$ cat src/rtl/sdram_port_scheduler_pkg.sv
// Shared definitions for the SDRAM port scheduler: FSM state encoding and
// default tuning values for burst cap and starvation limit.
package sdram_port_scheduler_pkg;

    typedef enum logic [1:0] {
        ST_IDLE  = 2'd0,
        ST_GRANT = 2'd1,
        ST_DRAIN = 2'd2
    } sched_state_e;

    localparam int DEF_WB_PORTS     = 3;
    localparam int DEF_MAX_BURST    = 8;
    localparam int DEF_STARVE_LIMIT = 64;

endpackage

$ cat src/rtl/sdram_port_scheduler_rr_pick.sv
// Combinational arbiter: a starved requester (lowest index) beats round-robin,
// otherwise the first requester after ptr_i wins, wrapping to port 0.
module sdram_rr_pick #(
    parameter int N     = 3,
    parameter int IDX_W = 2
) (
    input  logic [N-1:0]     req_i,
    input  logic [IDX_W-1:0] ptr_i,
    input  logic [N-1:0]     starved_i,
    output logic [N-1:0]     win_o,
    output logic [IDX_W-1:0] win_idx_o,
    output logic             valid_o,
    output logic             starve_win_o
);

    always_comb begin
        int cand;
        cand         = 0;
        win_idx_o    = '0;
        valid_o      = 1'b0;
        starve_win_o = 1'b0;
        win_o        = '0;
        // Scan downwards so the lowest starved index is the last one written.
        for (int i = N - 1; i >= 0; i--) begin
            if (starved_i[i] && req_i[i]) begin
                win_idx_o    = IDX_W'(i);
                starve_win_o = 1'b1;
                valid_o      = 1'b1;
            end
        end
        if (!starve_win_o) begin
            for (int off = N; off >= 1; off--) begin
                cand = (int'(ptr_i) + off) % N;
                if (req_i[cand]) begin
                    win_idx_o = IDX_W'(cand);
                    valid_o   = 1'b1;
                end
            end
        end
        if (valid_o) begin
            win_o[win_idx_o] = 1'b1;
        end
    end

endmodule

$ cat src/rtl/sdram_port_scheduler.sv
// Shares one SDRAM controller port among WB_PORTS requesters with round-robin,
// a per-grant burst cap and starvation override; switches only when idle.
module sdram_port_scheduler
    import sdram_port_scheduler_pkg::*;
#(
    parameter int WB_PORTS     = DEF_WB_PORTS,
    parameter int MAX_BURST    = DEF_MAX_BURST,
    parameter int STARVE_LIMIT = DEF_STARVE_LIMIT
) (
    input  logic                   sdram_clk,
    input  logic                   sdram_rst_n,
    input  logic [WB_PORTS-1:0]    p_acc_i,
    input  logic [WB_PORTS*32-1:0] p_adr_i,
    input  logic [WB_PORTS*16-1:0] p_dat_i,
    input  logic [WB_PORTS*2-1:0]  p_sel_i,
    input  logic [WB_PORTS-1:0]    p_we_i,
    output logic [WB_PORTS-1:0]    p_ack_o,
    output logic [15:0]            p_dat_o,
    output logic [WB_PORTS-1:0]    grant_o,
    input  logic                   sdram_idle_i,
    output logic                   acc_o,
    output logic [31:0]            adr_o,
    output logic [15:0]            dat_o,
    output logic [1:0]             sel_o,
    output logic                   we_o,
    input  logic                   ack_i,
    input  logic [15:0]            dat_i
);

    localparam int IDX_W = (WB_PORTS > 1) ? $clog2(WB_PORTS) : 1;
    localparam int BC_W  = $clog2(MAX_BURST + 1);
    localparam int WC_W  = $clog2(STARVE_LIMIT + 1);

    sched_state_e          state_q, state_d;
    logic [WB_PORTS-1:0]   grant_q, grant_d;
    logic [IDX_W-1:0]      gidx_q, gidx_d;
    logic [IDX_W-1:0]      rr_ptr_q, rr_ptr_d;
    logic [BC_W-1:0]       burst_cnt_q, burst_cnt_d;
    logic [WC_W-1:0]       wait_cnt_q [WB_PORTS];
    logic [WC_W-1:0]       wait_cnt_d [WB_PORTS];

    logic [WB_PORTS-1:0]   starved;
    logic [IDX_W-1:0]      pick_ptr;
    logic [WB_PORTS-1:0]   pick_win;
    logic [IDX_W-1:0]      pick_idx;
    logic                  pick_valid;
    logic                  pick_starve;

    // While draining, the current owner is placed last in round-robin order.
    assign pick_ptr = (state_q == ST_DRAIN) ? gidx_q : rr_ptr_q;

    sdram_rr_pick #(
        .N     (WB_PORTS),
        .IDX_W (IDX_W)
    ) u_pick (
        .req_i        (p_acc_i),
        .ptr_i        (pick_ptr),
        .starved_i    (starved),
        .win_o        (pick_win),
        .win_idx_o    (pick_idx),
        .valid_o      (pick_valid),
        .starve_win_o (pick_starve)
    );

    always_comb begin
        for (int k = 0; k < WB_PORTS; k++) begin
            starved[k] = (wait_cnt_q[k] == WC_W'(STARVE_LIMIT));
            if (!p_acc_i[k] || grant_q[k]) begin
                wait_cnt_d[k] = '0;
            end else if (!starved[k]) begin
                wait_cnt_d[k] = wait_cnt_q[k] + 1'b1;
            end else begin
                wait_cnt_d[k] = wait_cnt_q[k];
            end
        end
    end

    always_comb begin
        state_d     = state_q;
        grant_d     = grant_q;
        gidx_d      = gidx_q;
        rr_ptr_d    = rr_ptr_q;
        burst_cnt_d = burst_cnt_q;
        case (state_q)
            ST_IDLE: begin
                if (sdram_idle_i && pick_valid) begin
                    state_d     = ST_GRANT;
                    grant_d     = pick_win;
                    gidx_d      = pick_idx;
                    burst_cnt_d = '0;
                    if (!pick_starve) rr_ptr_d = pick_idx;
                end
            end
            ST_GRANT: begin
                if (ack_i && burst_cnt_q != BC_W'(MAX_BURST)) begin
                    burst_cnt_d = burst_cnt_q + 1'b1;
                end
                if ((ack_i && burst_cnt_q == BC_W'(MAX_BURST - 1)) || !p_acc_i[gidx_q]) begin
                    state_d = ST_DRAIN;
                end
            end
            ST_DRAIN: begin
                if (sdram_idle_i) begin
                    if (pick_valid) begin
                        state_d     = ST_GRANT;
                        grant_d     = pick_win;
                        gidx_d      = pick_idx;
                        burst_cnt_d = '0;
                        if (!pick_starve) rr_ptr_d = pick_idx;
                    end else begin
                        state_d = ST_IDLE;
                        grant_d = '0;
                    end
                end
            end
            default: begin
                state_d = ST_IDLE;
                grant_d = '0;
            end
        endcase
    end

    always_ff @(posedge sdram_clk) begin
        if (!sdram_rst_n) begin
            state_q     <= ST_IDLE;
            grant_q     <= '0;
            gidx_q      <= '0;
            rr_ptr_q    <= IDX_W'(WB_PORTS - 1);
            burst_cnt_q <= '0;
            for (int k = 0; k < WB_PORTS; k++) wait_cnt_q[k] <= '0;
        end else begin
            state_q     <= state_d;
            grant_q     <= grant_d;
            gidx_q      <= gidx_d;
            rr_ptr_q    <= rr_ptr_d;
            burst_cnt_q <= burst_cnt_d;
            for (int k = 0; k < WB_PORTS; k++) wait_cnt_q[k] <= wait_cnt_d[k];
        end
    end

    always_comb begin
        acc_o   = 1'b0;
        adr_o   = '0;
        dat_o   = '0;
        sel_o   = '0;
        we_o    = 1'b0;
        p_ack_o = '0;
        if (state_q != ST_IDLE) begin
            adr_o   = p_adr_i[gidx_q*32 +: 32];
            dat_o   = p_dat_i[gidx_q*16 +: 16];
            sel_o   = p_sel_i[gidx_q*2 +: 2];
            we_o    = p_we_i[gidx_q];
            p_ack_o = grant_q & {WB_PORTS{ack_i}};
            acc_o   = (state_q == ST_GRANT) && p_acc_i[gidx_q];
        end
    end

    assign grant_o = grant_q;
    assign p_dat_o = dat_i;

endmodule

$ cat config.mk
export PLATFORM = sky130hd
export DESIGN_NAME = sdram_port_scheduler
export DESIGN_NICKNAME = d
export VERILOG_FILES = /design/src/rtl/sdram_port_scheduler_pkg.sv /design/src/rtl/sdram_port_scheduler_rr_pick.sv /design/src/rtl/sdram_port_scheduler.sv
export SDC_FILE = /design/constraint.sdc
export NUM_CORES = 1
export LEC_CHECK = 0
export BUFFER_PORTS_ARGS = -buffer_cell sky130_fd_sc_hd__clkbuf_2
export CAP_MARGIN = 20
export CORE_AREA = 5 5 94 96
export CTS_BUF_LIST = sky130_fd_sc_hd__clkbuf_8
export DETAILED_ROUTE_END_ITERATION = 7
export DIE_AREA = 0 0 99 101
export GPL_ROUTABILITY_DRIVEN = 0
export PLACE_DENSITY = 0.89
export SYNTH_ARGS = -nofsm -noshare
export SYNTH_HDL_FRONTEND = slang
export SYNTH_SLANG_ARGS = --single-unit
$ cat constraint.sdc
create_clock -name sdram_clk -period 5.95 [get_ports sdram_clk]
set_input_delay 1.785 -clock sdram_clk [delete_from_list [all_inputs] [get_ports sdram_clk]]
set_output_delay 1.785 -clock sdram_clk [all_outputs]
set_load 0.01 [all_outputs]
* After elaboration in Yosys (flattened, before gate mapping)
Memory sizes are Yosys's and may differ from the RTL's. Cells that the tools add are included.
Storage, ports and cells: register bits 13, RAM bits 21, bits of input ports 176, output and inout port bits 74, memories kept 1
Cells by class: add/sub/neg operators 7, divide/modulo/power cells 3, order comparisons 6, eq/ne operators 12, shift operators 3, muxes and demuxes 71, bitwise gates (word level) 5, reductions and logical operators 24
Memories:
- wait_cnt_q | depth 3, width 7, read ports 3, clocked after memory_dff 0, write ports 3, RTL line sdram_port_scheduler.sv:39 | logic [WC_W-1:0] wait_cnt_q [WB_PORTS];
Operators by type and width (number):
- less-than comparator 32 x 4 -> 1 bit (second input constant) | 3
- remainder unit 32 x 3 -> 32 bit (second input constant) | 3
- variable part select 96 x 8 -> 32 bit | 1
- two-way mux 7 bit | 9
- variable part select 48 x 7 -> 16 bit | 1
- two-way mux 2 bit | 19
- two-way mux 32 bit | 1
- adder 7 x 1 -> 7 bit (second input constant) | 3
- == test 7 bit (second input constant) | 3
- two-way mux 1 bit | 21
- two-way mux 16 bit | 1
- two-way mux 4 bit | 4
- two-way mux 3 bit | 5
- case mux 4 bit (3 select lines) | 1
- binary-select mux 1 bit (select 2 bit) | 5
- != test 2 bit (second input constant) | 5
- case mux 3 bit (3 select lines) | 1
- logical AND 1 bit | 8
- case mux 2 bit (2 select lines) | 2
- adder 2 x 2 -> 3 bit (second input constant) | 2
- less-than comparator 2 x 3 -> 1 bit (second input constant) | 2
- case mux 2 bit (3 select lines) | 1
- AND reduction 3 bit | 2
- variable part select 6 x 4 -> 2 bit | 1
- 18 further kinds | 27

* Logic depth before layout (Yosys ltp)
Gate-level depths: netlist of the first run.
depth in word-level cells 19, depth in mapped cells 11

* Hierarchy
Synthesis of the first run repeated with hierarchy kept, for this count alone.
Second synthesis, totals: cell total of the unflattened synthesis 488, area, all modules 3563.4 sq um
Modules (own cells, without submodules):
- sdram_port_scheduler | times used 1, cells an instance 443, area each 3238.1 sq um, sequential area each 680.7 sq um
- sdram_rr_pick | times used 1, cells an instance 45, area each 325.3 sq um, sequential area each 0.0 sq um

* Worst setup path before layout of the first run
No wires, ideal clock.
path type input-to-output, start point input p_acc_i[2], end point output acc_o, arrival time 2.399 ns, required time 4.165 ns, path slack 1.766 ns, stages on the path 5, buffers on the path 1, cells stage by stage clkbuf_1 > mux2i_1 > o2bb2ai_1 > nand2_1 > inv_1
On the way: longest elaborated chain between the ends 4
RTL lines:
- from (decl) | RTL line sdram_port_scheduler.sv:12 | input logic [WB_PORTS-1:0] p_acc_i,
- binary-select mux 1 bit (select 2 bit) | RTL line sdram_port_scheduler.sv:154 | acc_o = (state_q == ST_GRANT) && p_acc_i[gidx_q];
- two-way mux 1 bit (implied by the code) | RTL line sdram_port_scheduler.sv:154
- logical AND 1 bit | RTL line sdram_port_scheduler.sv:154
- two-way mux 1 bit | RTL line sdram_port_scheduler.sv:148 | if (state_q != ST_IDLE) begin
- to (decl) | RTL line sdram_port_scheduler.sv:21 | output logic acc_o,
No other way between the ends. The select of a mux whose other input is x is not followed.

* Worst setup path in the final report of the first run
start point input p_acc_i[0], end point output acc_o
The elaborated chain is that of the path after synthesis.

==> results of run 1 <==
final timing paths:
check / from / end / depth (start not counted)
max: p_acc_i[0] / acc_o / 6
min: rr_ptr_q[1] / rr_ptr_q[1] / 2
min reg2reg: rr_ptr_q[1] / rr_ptr_q[1] / 2
max reg2reg: gidx_q[1] / grant_o[0] / 9
state kept, by name, summed over array words and instances, names as in the netlist:
signal       count
gidx_q           2
state_q          2
grant_o          3
wait_cnt_q      21
burst_cnt_q      4
rr_ptr_q         2
through the flow:
stage	cells	instance area, sq um	setup WS (ns)
CTS	748	4384	1.428
global placement	740	4293	1.652
finish	750	4424	1.593
global route	750	4424	1.510
detailed placement	740	4293	1.607
floorplan	460	3269	1.766
layout make-up:
type                    instances  area [sq um]
repair buffers                220          1134
clock inverters                 2         8.758
multi-input cells             371          2337
flip-flops and latches         34         685.7
inverters                      12         45.04
clock buffers                   6         82.58
fillers                       718          3545
well taps                     105         131.4
per-layer routing:
metal | GRT usage | vias to the layer above
met1 | 0.2649 | 1818
li1 | - | 1919
met3 | 0.06228 | 27
met4 | 0.09664 | 0
met5 | 0 | -
met2 | 0.4406 | 220
layout by cell type, fill, tap and decap left out, drive strengths merged, types with 10 or more instances in the layout:
cell type / synthesis / routed
ha: 11 / 11
xnor2: 10 / 10
nand3: 11 / 11
mux2i: 59 / 59
a21oi: 57 / 57
nand2: 14 / 14
and3: 11 / 11
dfxtp: 34 / 34
nor2: 126 / 126
inv: 12 / 13
clkbuf: 24 / 223
cells by family after synthesis:
logic type               count (synthesis)
AO/OA/AOI/OAI                           81
XOR/XNOR                                18
adder cells (fa/ha/maj)                 11
buffers and inverters                   55
flip-flops                              34
multiplexers                            59
AND/OR/NAND/NOR                        202
report_power, final:
part | switching, mW | total [mW] | internal, mW
sequential | 0.0616 | 0.314 | 0.253
clock | 0.0832 | 0.175 | 0.0916
combinational | 0.455 | 0.805 | 0.350
worst min-delay path: stages, from the launching register on:
cell and delay (ns):
dfxtp_1 0.34, mux2i_1 0.07, nand2_1 0.06
==> results.py, run 1 <==
metrics = {
    "run_status": {
        "status": "finished, final reports clean",
    },
    "sta": {
        "rsz0062_at_grt": "false",
        "finalHoldViolations": 0,
        "finalSetupViolCount": 0,
        "tightest_slew_ns": 0.9476,
        "clock_skew_ns": 0.01345,
        "whs_ns": 0.4939,
        "fin_setup_tns_ns": 0,
        "layout_min_cycle_time_ns": 4.357,
        "fmax_ghz": 0.2295,
        "post-route-period-util": 0.7322,
        "final_max_slew_viol_count": 0,
        "maxSlewHeadroom": 0.3683,
    },
    "routing": {
        "viasPerCell": 5.312,
        "routedWlPerCell_um": 17.35,
        "top_layer_used": "met4",
        "dr.pass1.iters": 7,
        "drc_errors": 0,
        "wl_met2_um": 6645,
        "num_vias": 3984,
        "wirelength_met1_um": 4625,
        "wl_met3_um": 1243,
        "drt-total-wl_um": 13010,
        "drt-initial-drc-count": 197,
        "ant_nets": 0,
    },
    "place": {
        "place.detailed.hpwl_um": 10550,
        "place.port_buffers": 217,
    },
    "yosys": {
        "yosysSeqAreaShare": 0.2082,
        "synth-xor-area-share": 0.04822,
        "netlist_area_sq_um": 3269,
        "synthCells": 460,
        "yosys.area.top_type": "dfxtp_1",
        "synth_flop_cell": "dfxtp_1",
        "synth_edf_count": 0,
        "yosysTopAreaCellShare": 0.2082,
        "synth_fa_ha_area_frac": 0.04210,
        "synth-compound-area-share": 0.1500,
        "ys_ff_latch": 34,
        "synthMuxAreaShare": 0.1806,
        "synth_top_family_by_area": "simple AND/OR/NAND/NOR gates",
        "synthDistinctLibCells": 47,
        "synth_common_cells": "126 x nor2_1, 59 x mux2i_1, 56 x a21oi_1",
        "syn_area_per_cell_sq_um": 7.107,
        "post-synth-top-count-cell": "nor2_1",
        "async_flop_share": 0,
        "syn_nets": 647,
        "synthSimpleGateAreaFrac": 0.2893,
        "synth_top_cells_by_area": "dfxtp_1 21%, mux2i_1 18%, nor2_1 14%",
        "synth_warnings": 0,
    },
    "floorplanning": {
        "initial_core_util": 0.4103,
        "dieArea_sq_um": 9999,
        "die_x_um": 99,
        "die_y_um": 101,
        "num_io_pins": 250,
        "core-area_sq_um": 7969,
        "row_count": 33,
    },
    "layout": {
        "final_core_utilization": 0.5552,
        "nNetsFinal": 831,
        "n_antenna_cell": 0,
        "drive_gt1_frac": 0.3736,
        "syn2layout_area_growth_pct": 35.32,
    },
    "pwr": {
        "p_leak_nw": 2.145,
        "p_total_mw": 1.294,
        "p_per_area_nw_per_um2": 292.4,
        "ir_worst_vdd_mv": 0.1448,
    },
    "hold_path": {
        "hp-class": "register to register",
    },
    "setup_path": {
        "crit_arrival_ns": 2.57,
        "startpoint_type": "primary input",
        "rrSetupSlack_ns": 2.47,
        "crit_fanout": 8,
        "crit_top_cell": "clkbuf_2",
        "critPathKind": "primary input to output port",
        "path_cells": "clkbuf_2 -> mux2i_1 -> o2bb2ai_1 -> nand2_1 -> inv_1 -> clkbuf_2",
        "cp_slowest_cell": "o2bb2ai_1",
        "critical_path.top_delay_family": "buffers and inverters",
        "crit_path_end_kind": "output port",
        "critPathMaxStageDelay_ns": 0.22,
        "path_buf_inv": 3,
        "cp.required_ns": 4.16,
    },
    "global_route": {
        "grt_pass1_vias": 3792,
        "grt_max_degree": 56,
        "grt_pass1_wl_um": 19210,
        "grt_overflow": 0,
        "antenna_found_initial": 0,
        "track_usage": 0.2412,
    },
    "clock_tree": {
        "h-tree-depth": 2,
        "cts_tree": "built",
        "clock_latency_ns": 0.29,
        "clock-sinks": 34,
        "clkSlewWorstSetupHoldPaths_ns": 0.06,
        "cts.repair.resized": 0,
        "ctsHoldBuffers": 0,
        "clockBufferDepth": 2,
        "postCtsSetupRepairBufs": 0,
        "cts_buffers": 5,
        "clockRootBuffer": "clkbuf_8",
    },
    "job": {
        "drv_cap": 0,
    },
}
No activity file was read; power rests on OpenSTA's default activity.
==> inputs of run 2 (changes only) <==
--- a/config.mk
+++ b/config.mk
@@ -7,12 +7,13 @@
 export LEC_CHECK = 0
 export BUFFER_PORTS_ARGS = -buffer_cell sky130_fd_sc_hd__clkbuf_2
 export CAP_MARGIN = 20
-export CORE_AREA = 5 5 94 96
+export CORE_ASPECT_RATIO = 1.1
+export CORE_MARGIN = 5
+export CORE_UTILIZATION = 38
 export CTS_BUF_LIST = sky130_fd_sc_hd__clkbuf_8
 export DETAILED_ROUTE_END_ITERATION = 7
-export DIE_AREA = 0 0 99 101
 export GPL_ROUTABILITY_DRIVEN = 0
-export PLACE_DENSITY = 0.89
+export PLACE_DENSITY = 0.86
 export SYNTH_ARGS = -nofsm -noshare
 export SYNTH_HDL_FRONTEND = slang
 export SYNTH_SLANG_ARGS = --single-unit
==> constraint.sdc (replaced) <==
create_clock -name sdram_clk -period 3.9 [get_ports sdram_clk]
set_input_delay 1.17 -clock sdram_clk [delete_from_list [all_inputs] [get_ports sdram_clk]]
set_output_delay 1.17 -clock sdram_clk [all_outputs]
set_load 0.01 [all_outputs]
==> run 2 against run 1 <==
- die area rose by 5.6%
- wire length shrank 13%
- sequential cell count unchanged
- critical path depth did not move
- cell area rose by 0.45%
- worst hold slack got worse by 0.0065 ns
- cell count rose by 0.93%
- worst setup slack worse by 1.1 ns
- sequential power increased by 48%
==> results.py, run 2 (same netlist as run 1, synthesis figures left out) <==
metrics = {
    "run_status": {
        "status": "finished, final reports clean",
    },
    "floorplanning": {
        "die_x_um": 98.44,
        "die_y_um": 107.3,
        "core-area_sq_um": 8408,
        "num_io_pins": 250,
        "dieArea_sq_um": 10560,
        "initial_core_util": 0.3888,
        "row_count": 35,
    },
    "clock_tree": {
        "postCtsSetupRepairBufs": 0,
        "h-tree-depth": 2,
        "ctsHoldBuffers": 0,
        "clockBufferDepth": 2,
        "cts_tree": "built",
        "clkSlewWorstSetupHoldPaths_ns": 0.06,
        "cts_buffers": 5,
        "cts.repair.resized": 0,
        "clock-sinks": 34,
        "clock_latency_ns": 0.29,
        "clockRootBuffer": "clkbuf_8",
    },
    "global_route": {
        "grt_pass1_wl_um": 17510,
        "grt_overflow": 0,
        "grt_max_degree": 55,
        "track_usage": 0.2010,
        "grt_pass1_vias": 3618,
        "antenna_found_initial": 1,
    },
    "routing": {
        "num_vias": 3822,
        "viasPerCell": 5.049,
        "drt-total-wl_um": 11360,
        "routedWlPerCell_um": 15.01,
        "dr.pass1.iters": 4,
        "ant_nets": 0,
        "drt-initial-drc-count": 174,
        "drc_errors": 0,
    },
    "sta": {
        "clock_skew_ns": 0.006767,
        "fmax_ghz": 0.2916,
        "rsz0062_at_grt": "false",
        "tightest_slew_ns": 0.7481,
        "fin_ws_ns": 0.4711,
        "layout_min_cycle_time_ns": 3.429,
        "maxSlewHeadroom": 0.5013,
        "final_max_slew_viol_count": 0,
        "finalHoldViolations": 0,
        "whs_ns": 0.4873,
        "post-route-period-util": 0.8792,
        "finalSetupViolCount": 0,
        "fin_setup_tns_ns": 0,
    },
    "setup_path": {
        "crit_path_end_kind": "output port",
        "critPathKind": "register to output port",
        "startpoint_type": "register",
        "cp.required_ns": 2.73,
        "crit_arrival_ns": 2.26,
        "crit_fanout": 41,
    },
    "layout": {
        "final_cell_mix": "217 x clkbuf_2, 125 x nor2_1, 59 x mux2i_1",
        "syn2layout_area_growth_pct": 35.94,
        "n_antenna_cell": 0,
        "final_common_cell": "clkbuf_2",
        "largest_reg_flops": 21,
        "drive_gt1_frac": 0.3762,
        "nNetsFinal": 832,
        "regMostFlops": "wait_cnt_q",
        "n_fill_cell": 839,
    },
    "job": {
        "drv_cap": 0,
    },
    "pwr": {
        "p_per_area_nw_per_um2": 443.8,
        "ir_worst_vdd_mv": 0.1896,
        "p_leak_nw": 2.150,
        "p_total_mw": 1.973,
    },
    "hold_path": {
        "hp-class": "register to register",
    },
    "place": {
        "post-place-ws_ns": 0.7529,
        "place.detailed.hpwl_um": 9491,
        "place.port_buffers": 217,
    },
}
run 2: report_power, final:
| part | total [mW] | switching, mW | internal, mW |
|---|---|---|---|
| Clock | 0.311 | 0.123 | 0.188 |
| Sequential | 0.464 | 0.0779 | 0.386 |
| Combinational | 1.20 | 0.677 | 0.521 |
run 2: cell type report:
type,count,area [sq um],share of cell area
flip-flops and latches,34,685.7,0.1543
inverters,12,45.04,0.01014
multi-input cells,371,2337,0.5259
well taps,111,138.9,0.03125
clock buffers,5,68.82,0.01548
clock inverters,3,40.04,0.009009
repair buffers,221,1129,0.2539
run 2: critical path, stage by stage (launching register included):
cell and delay, ns:
dfxtp_4 0.81, buf_4 0.39, mux2i_1 0.22, nor2_1 0.05, a21oi_1 0.27, nor2_1 0.08, clkbuf_2 0.15
run 2: through the flow:
stage	cell area, sq um	util	cells
2_1_floorplan	3269	-	460
4_1_cts	4444	0.5286	757
3_5_place_dp	4335	0.5156	749
3_3_place_gp	4335	0.5156	749
5_1_grt	4444	0.5286	757
6_report	4444	0.5286	757
run 2: per-layer routing:
metal	vias to the layer above	track usage	part of all wire
li1	1917	-	-
met1	1723	0.2587	0.42
met5	-	0	0.0011
met3	20	0.05250	0.092
met4	2	0.04390	0.015
met2	160	0.3377	0.48
run 2: worst paths after layout:
| kind | from | endpoint | slack [ns] | cells past startpoint |
|---|---|---|---|---|
| worst max-delay path | gidx_q[1] | dat_o[8] | 0.47 | 6 |
| worst min register to register | rr_ptr_q[1] | rr_ptr_q[1] | 0.49 | 2 |
| worst max register to register | gidx_q[1] | grant_o[0] | 0.85 | 9 |
| worst min-delay path | rr_ptr_q[1] | rr_ptr_q[1] | 0.49 | 2 |
==> inputs of run 3 (changes only) <==
--- a/config.mk
+++ b/config.mk
@@ -9,11 +9,13 @@
 export CAP_MARGIN = 20
 export CORE_ASPECT_RATIO = 1.1
 export CORE_MARGIN = 5
-export CORE_UTILIZATION = 38
+export CORE_UTILIZATION = 39
 export CTS_BUF_LIST = sky130_fd_sc_hd__clkbuf_8
 export DETAILED_ROUTE_END_ITERATION = 7
 export GPL_ROUTABILITY_DRIVEN = 0
 export PLACE_DENSITY = 0.86
+export REMOVE_ABC_BUFFERS = 1
 export SYNTH_ARGS = -nofsm -noshare
 export SYNTH_HDL_FRONTEND = slang
+export SYNTH_HIERARCHICAL = 1
 export SYNTH_SLANG_ARGS = --single-unit
==> run 3 against run 2 <==
- clock skew shrank 0.0010 ns
- combinational power is 46% lower
- fmax rose by 3.7%
- via count up 7.8%
- critical path type unchanged
- sequential cell count is the same
- critical path depth is 1 lower
- global-route usage is 0.92 points lower
- clock power down 13%
- sequential share of layout area decreased by 0.89 points
==> results.py, run 3 <==
metrics = {
    "run_status": {
        "status": "finished, final reports clean",
    },
    "yosys": {
        "synthCells": 488,
        "netlist_area_sq_um": 3563,
        "synth_common_cells": "68 x nand2_1, 65 x a21oi_1, 59 x mux2i_1",
        "synthDistinctLibCells": 52,
        "ys_ff_latch": 34,
        "synth_edf_count": 0,
        "synth_top_cells_by_area": "dfxtp_1 19%, mux2i_1 17%, or2_2 9.3%",
        "synth_flop_cell": "dfxtp_1",
        "yosys.area.top_type": "dfxtp_1",
        "syn_area_per_cell_sq_um": 7.302,
        "async_flop_share": 0,
        "synth_warnings": 6,
        "yosysTopAreaCellShare": 0.1910,
        "post-synth-top-count-cell": "nand2_1",
        "yosysSeqAreaShare": 0.1910,
    },
    "global_route": {
        "grt_pass1_wl_um": 17490,
        "antenna_found_initial": 1,
        "grt_max_degree": 52,
        "track_usage": 0.1918,
        "grt_pass1_vias": 3719,
        "grt_overflow": 0,
    },
    "layout": {
        "largest_reg_flops": 21,
        "syn2layout_area_growth_pct": 32.13,
        "regMostFlops": "wait_cnt_q",
        "drive_gt1_frac": 0.4334,
        "final_common_cell": "clkbuf_2",
        "n_antenna_cell": 0,
        "nNetsFinal": 863,
        "final_cell_mix": "217 x clkbuf_2, 68 x nand2_1, 65 x a21oi_1",
    },
    "routing": {
        "wl_met2_um": 5877,
        "wl_met3_um": 1196,
        "num_vias": 4121,
        "viasPerCell": 5.216,
        "ant_nets": 0,
        "dr.pass1.iters": 4,
        "drt-total-wl_um": 12050,
        "top_layer_used": "met5",
        "routedWlPerCell_um": 15.25,
        "wirelength_met1_um": 4852,
        "drt-initial-drc-count": 199,
        "drc_errors": 0,
    },
    "clock_tree": {
        "cts.repair.resized": 0,
        "cts_buffers": 5,
        "clockBufferDepth": 2,
        "clock-sinks": 34,
        "clockRootBuffer": "clkbuf_8",
        "clkSlewWorstSetupHoldPaths_ns": 0.07,
        "postCtsSetupRepairBufs": 0,
        "h-tree-depth": 2,
        "clock_latency_ns": 0.29,
        "cts_tree": "built",
        "ctsHoldBuffers": 0,
    },
    "sta": {
        "layout_min_cycle_time_ns": 3.306,
        "maxSlewHeadroom": 0.6538,
        "post-route-period-util": 0.8476,
        "rsz0062_at_grt": "false",
        "whs_ns": 0.4846,
        "final_max_slew_viol_count": 0,
        "fin_setup_tns_ns": 0,
        "fmax_ghz": 0.3025,
        "clock_skew_ns": 0.005753,
        "finalSetupViolCount": 0,
        "finalHoldViolations": 0,
        "tightest_slew_ns": 0.5193,
    },
    "hold_path": {
        "whs_endpoint": "wait_cnt_q[0][20]",
        "min_from": "wait_cnt_q[0][20]",
        "holdPathStages": 2,
        "hp-class": "register to register",
    },
    "setup_path": {
        "crit_arrival_ns": 2.14,
        "rrSetupSlack_ns": 0.81,
        "critPathMaxStageDelay_ns": 0.68,
        "crit_path_end_kind": "output port",
        "crit_fanout": 29,
        "rr_startpoint": "state_q[1]",
        "critPathKind": "register to output port",
        "r2r_end": "burst_cnt_q[1]",
        "reg2regPathDepth": 11,
        "cp.required_ns": 2.73,
        "startpoint_type": "register",
        "cp_slowest_cell": "dfxtp_4",
        "path_cells": "buf_4 -> mux2i_1 -> or2_2 -> a21oi_1 -> clkbuf_2",
    },
    "floorplanning": {
        "die_x_um": 101.1,
        "dieArea_sq_um": 11150,
        "die_y_um": 110.3,
        "initial_core_util": 0.3996,
        "core-area_sq_um": 8919,
        "row_count": 36,
        "num_io_pins": 250,
    },
    "pwr": {
        "p_leak_nw": 2.174,
        "ir_worst_vdd_mv": 0.2411,
        "p_per_area_nw_per_um2": 278.6,
        "p_total_mw": 1.312,
    },
    "place": {
        "place.detailed.hpwl_um": 9735,
        "place.port_buffers": 217,
    },
    "job": {
        "drv_cap": 0,
    },
}
[run 3: cell type report]
type	count	area [sq um]
Multi-Input combinational cell	394	2582
Sequential cell	34	684.4
Tap cell	114	142.6
Inverter	17	63.81
Clock inverter	2	8.758
Fill cell	863	4210
Clock buffer	6	82.58
Timing Repair Buffer	223	1144
[run 3: worst max path at each step]
| stage | end | from | cells past startpoint | slack [ns] |
|---|---|---|---|---|
| after detailed placement | dat_o[6] | p_dat_i[6] | 5 | 0.79 |
| after CTS | adr_o[0] | gidx_q[1] | 5 | 0.61 |
| after floorplan | adr_o[0] | gidx_q[1] | 3 | -0.86 |
| after global placement | adr_o[0] | p_adr_i[64] | 5 | 0.80 |
| final | adr_o[0] | gidx_q[1] | 5 | 0.59 |
| after global routing | adr_o[26] | gidx_q[1] | 5 | 0.50 |
[run 3: metal layers]
layer,vias up,track usage
met2,179,0.3369
met1,1871,0.2309
met5,-,0
li1,2055,-
met3,14,0.05790
met4,2,0.03989
[run 3: cell families after synthesis]
| group | count (synthesis) | share of synthesized area |
|---|---|---|
| flops | 34 | 0.1910 |
| compound gates | 111 | 0.1826 |
| mux | 61 | 0.1721 |
| fa+ha+maj | 12 | 0.04213 |
| simple gates | 201 | 0.3016 |
| xor+xnor | 9 | 0.02212 |
| buf+inv | 60 | 0.08848 |
[run 3: critical path: cells and delay by family (launching register included)]
| kind | cells | cell delay, ns |
|---|---|---|
| flops | 1 | 0.68 |
| buf+inv | 2 | 0.57 |
| simple gates | 1 | 0.27 |
| compound gates | 1 | 0.19 |
| mux | 1 | 0.11 |
[run 3: stage by stage]
stage / setup slack, ns / cells / util / area (sq um)
after CTS: 0.6118 / 790 / 0.5279 / 4708
after floorplan: -0.8597 / 445 / - / 3312
after global placement: 0.7966 / 782 / 0.5177 / 4617
after global routing: 0.5005 / 790 / 0.5279 / 4708
after detailed placement: 0.7945 / 782 / 0.5177 / 4617
final: 0.5942 / 790 / 0.5279 / 4708
[run 3: where the power goes]
part	internal [mW]	leakage (nW)	switching, mW
combinational	0.304	1.84	0.340
sequential	0.364	0.277	0.0332
clock	0.140	0.0524	0.130
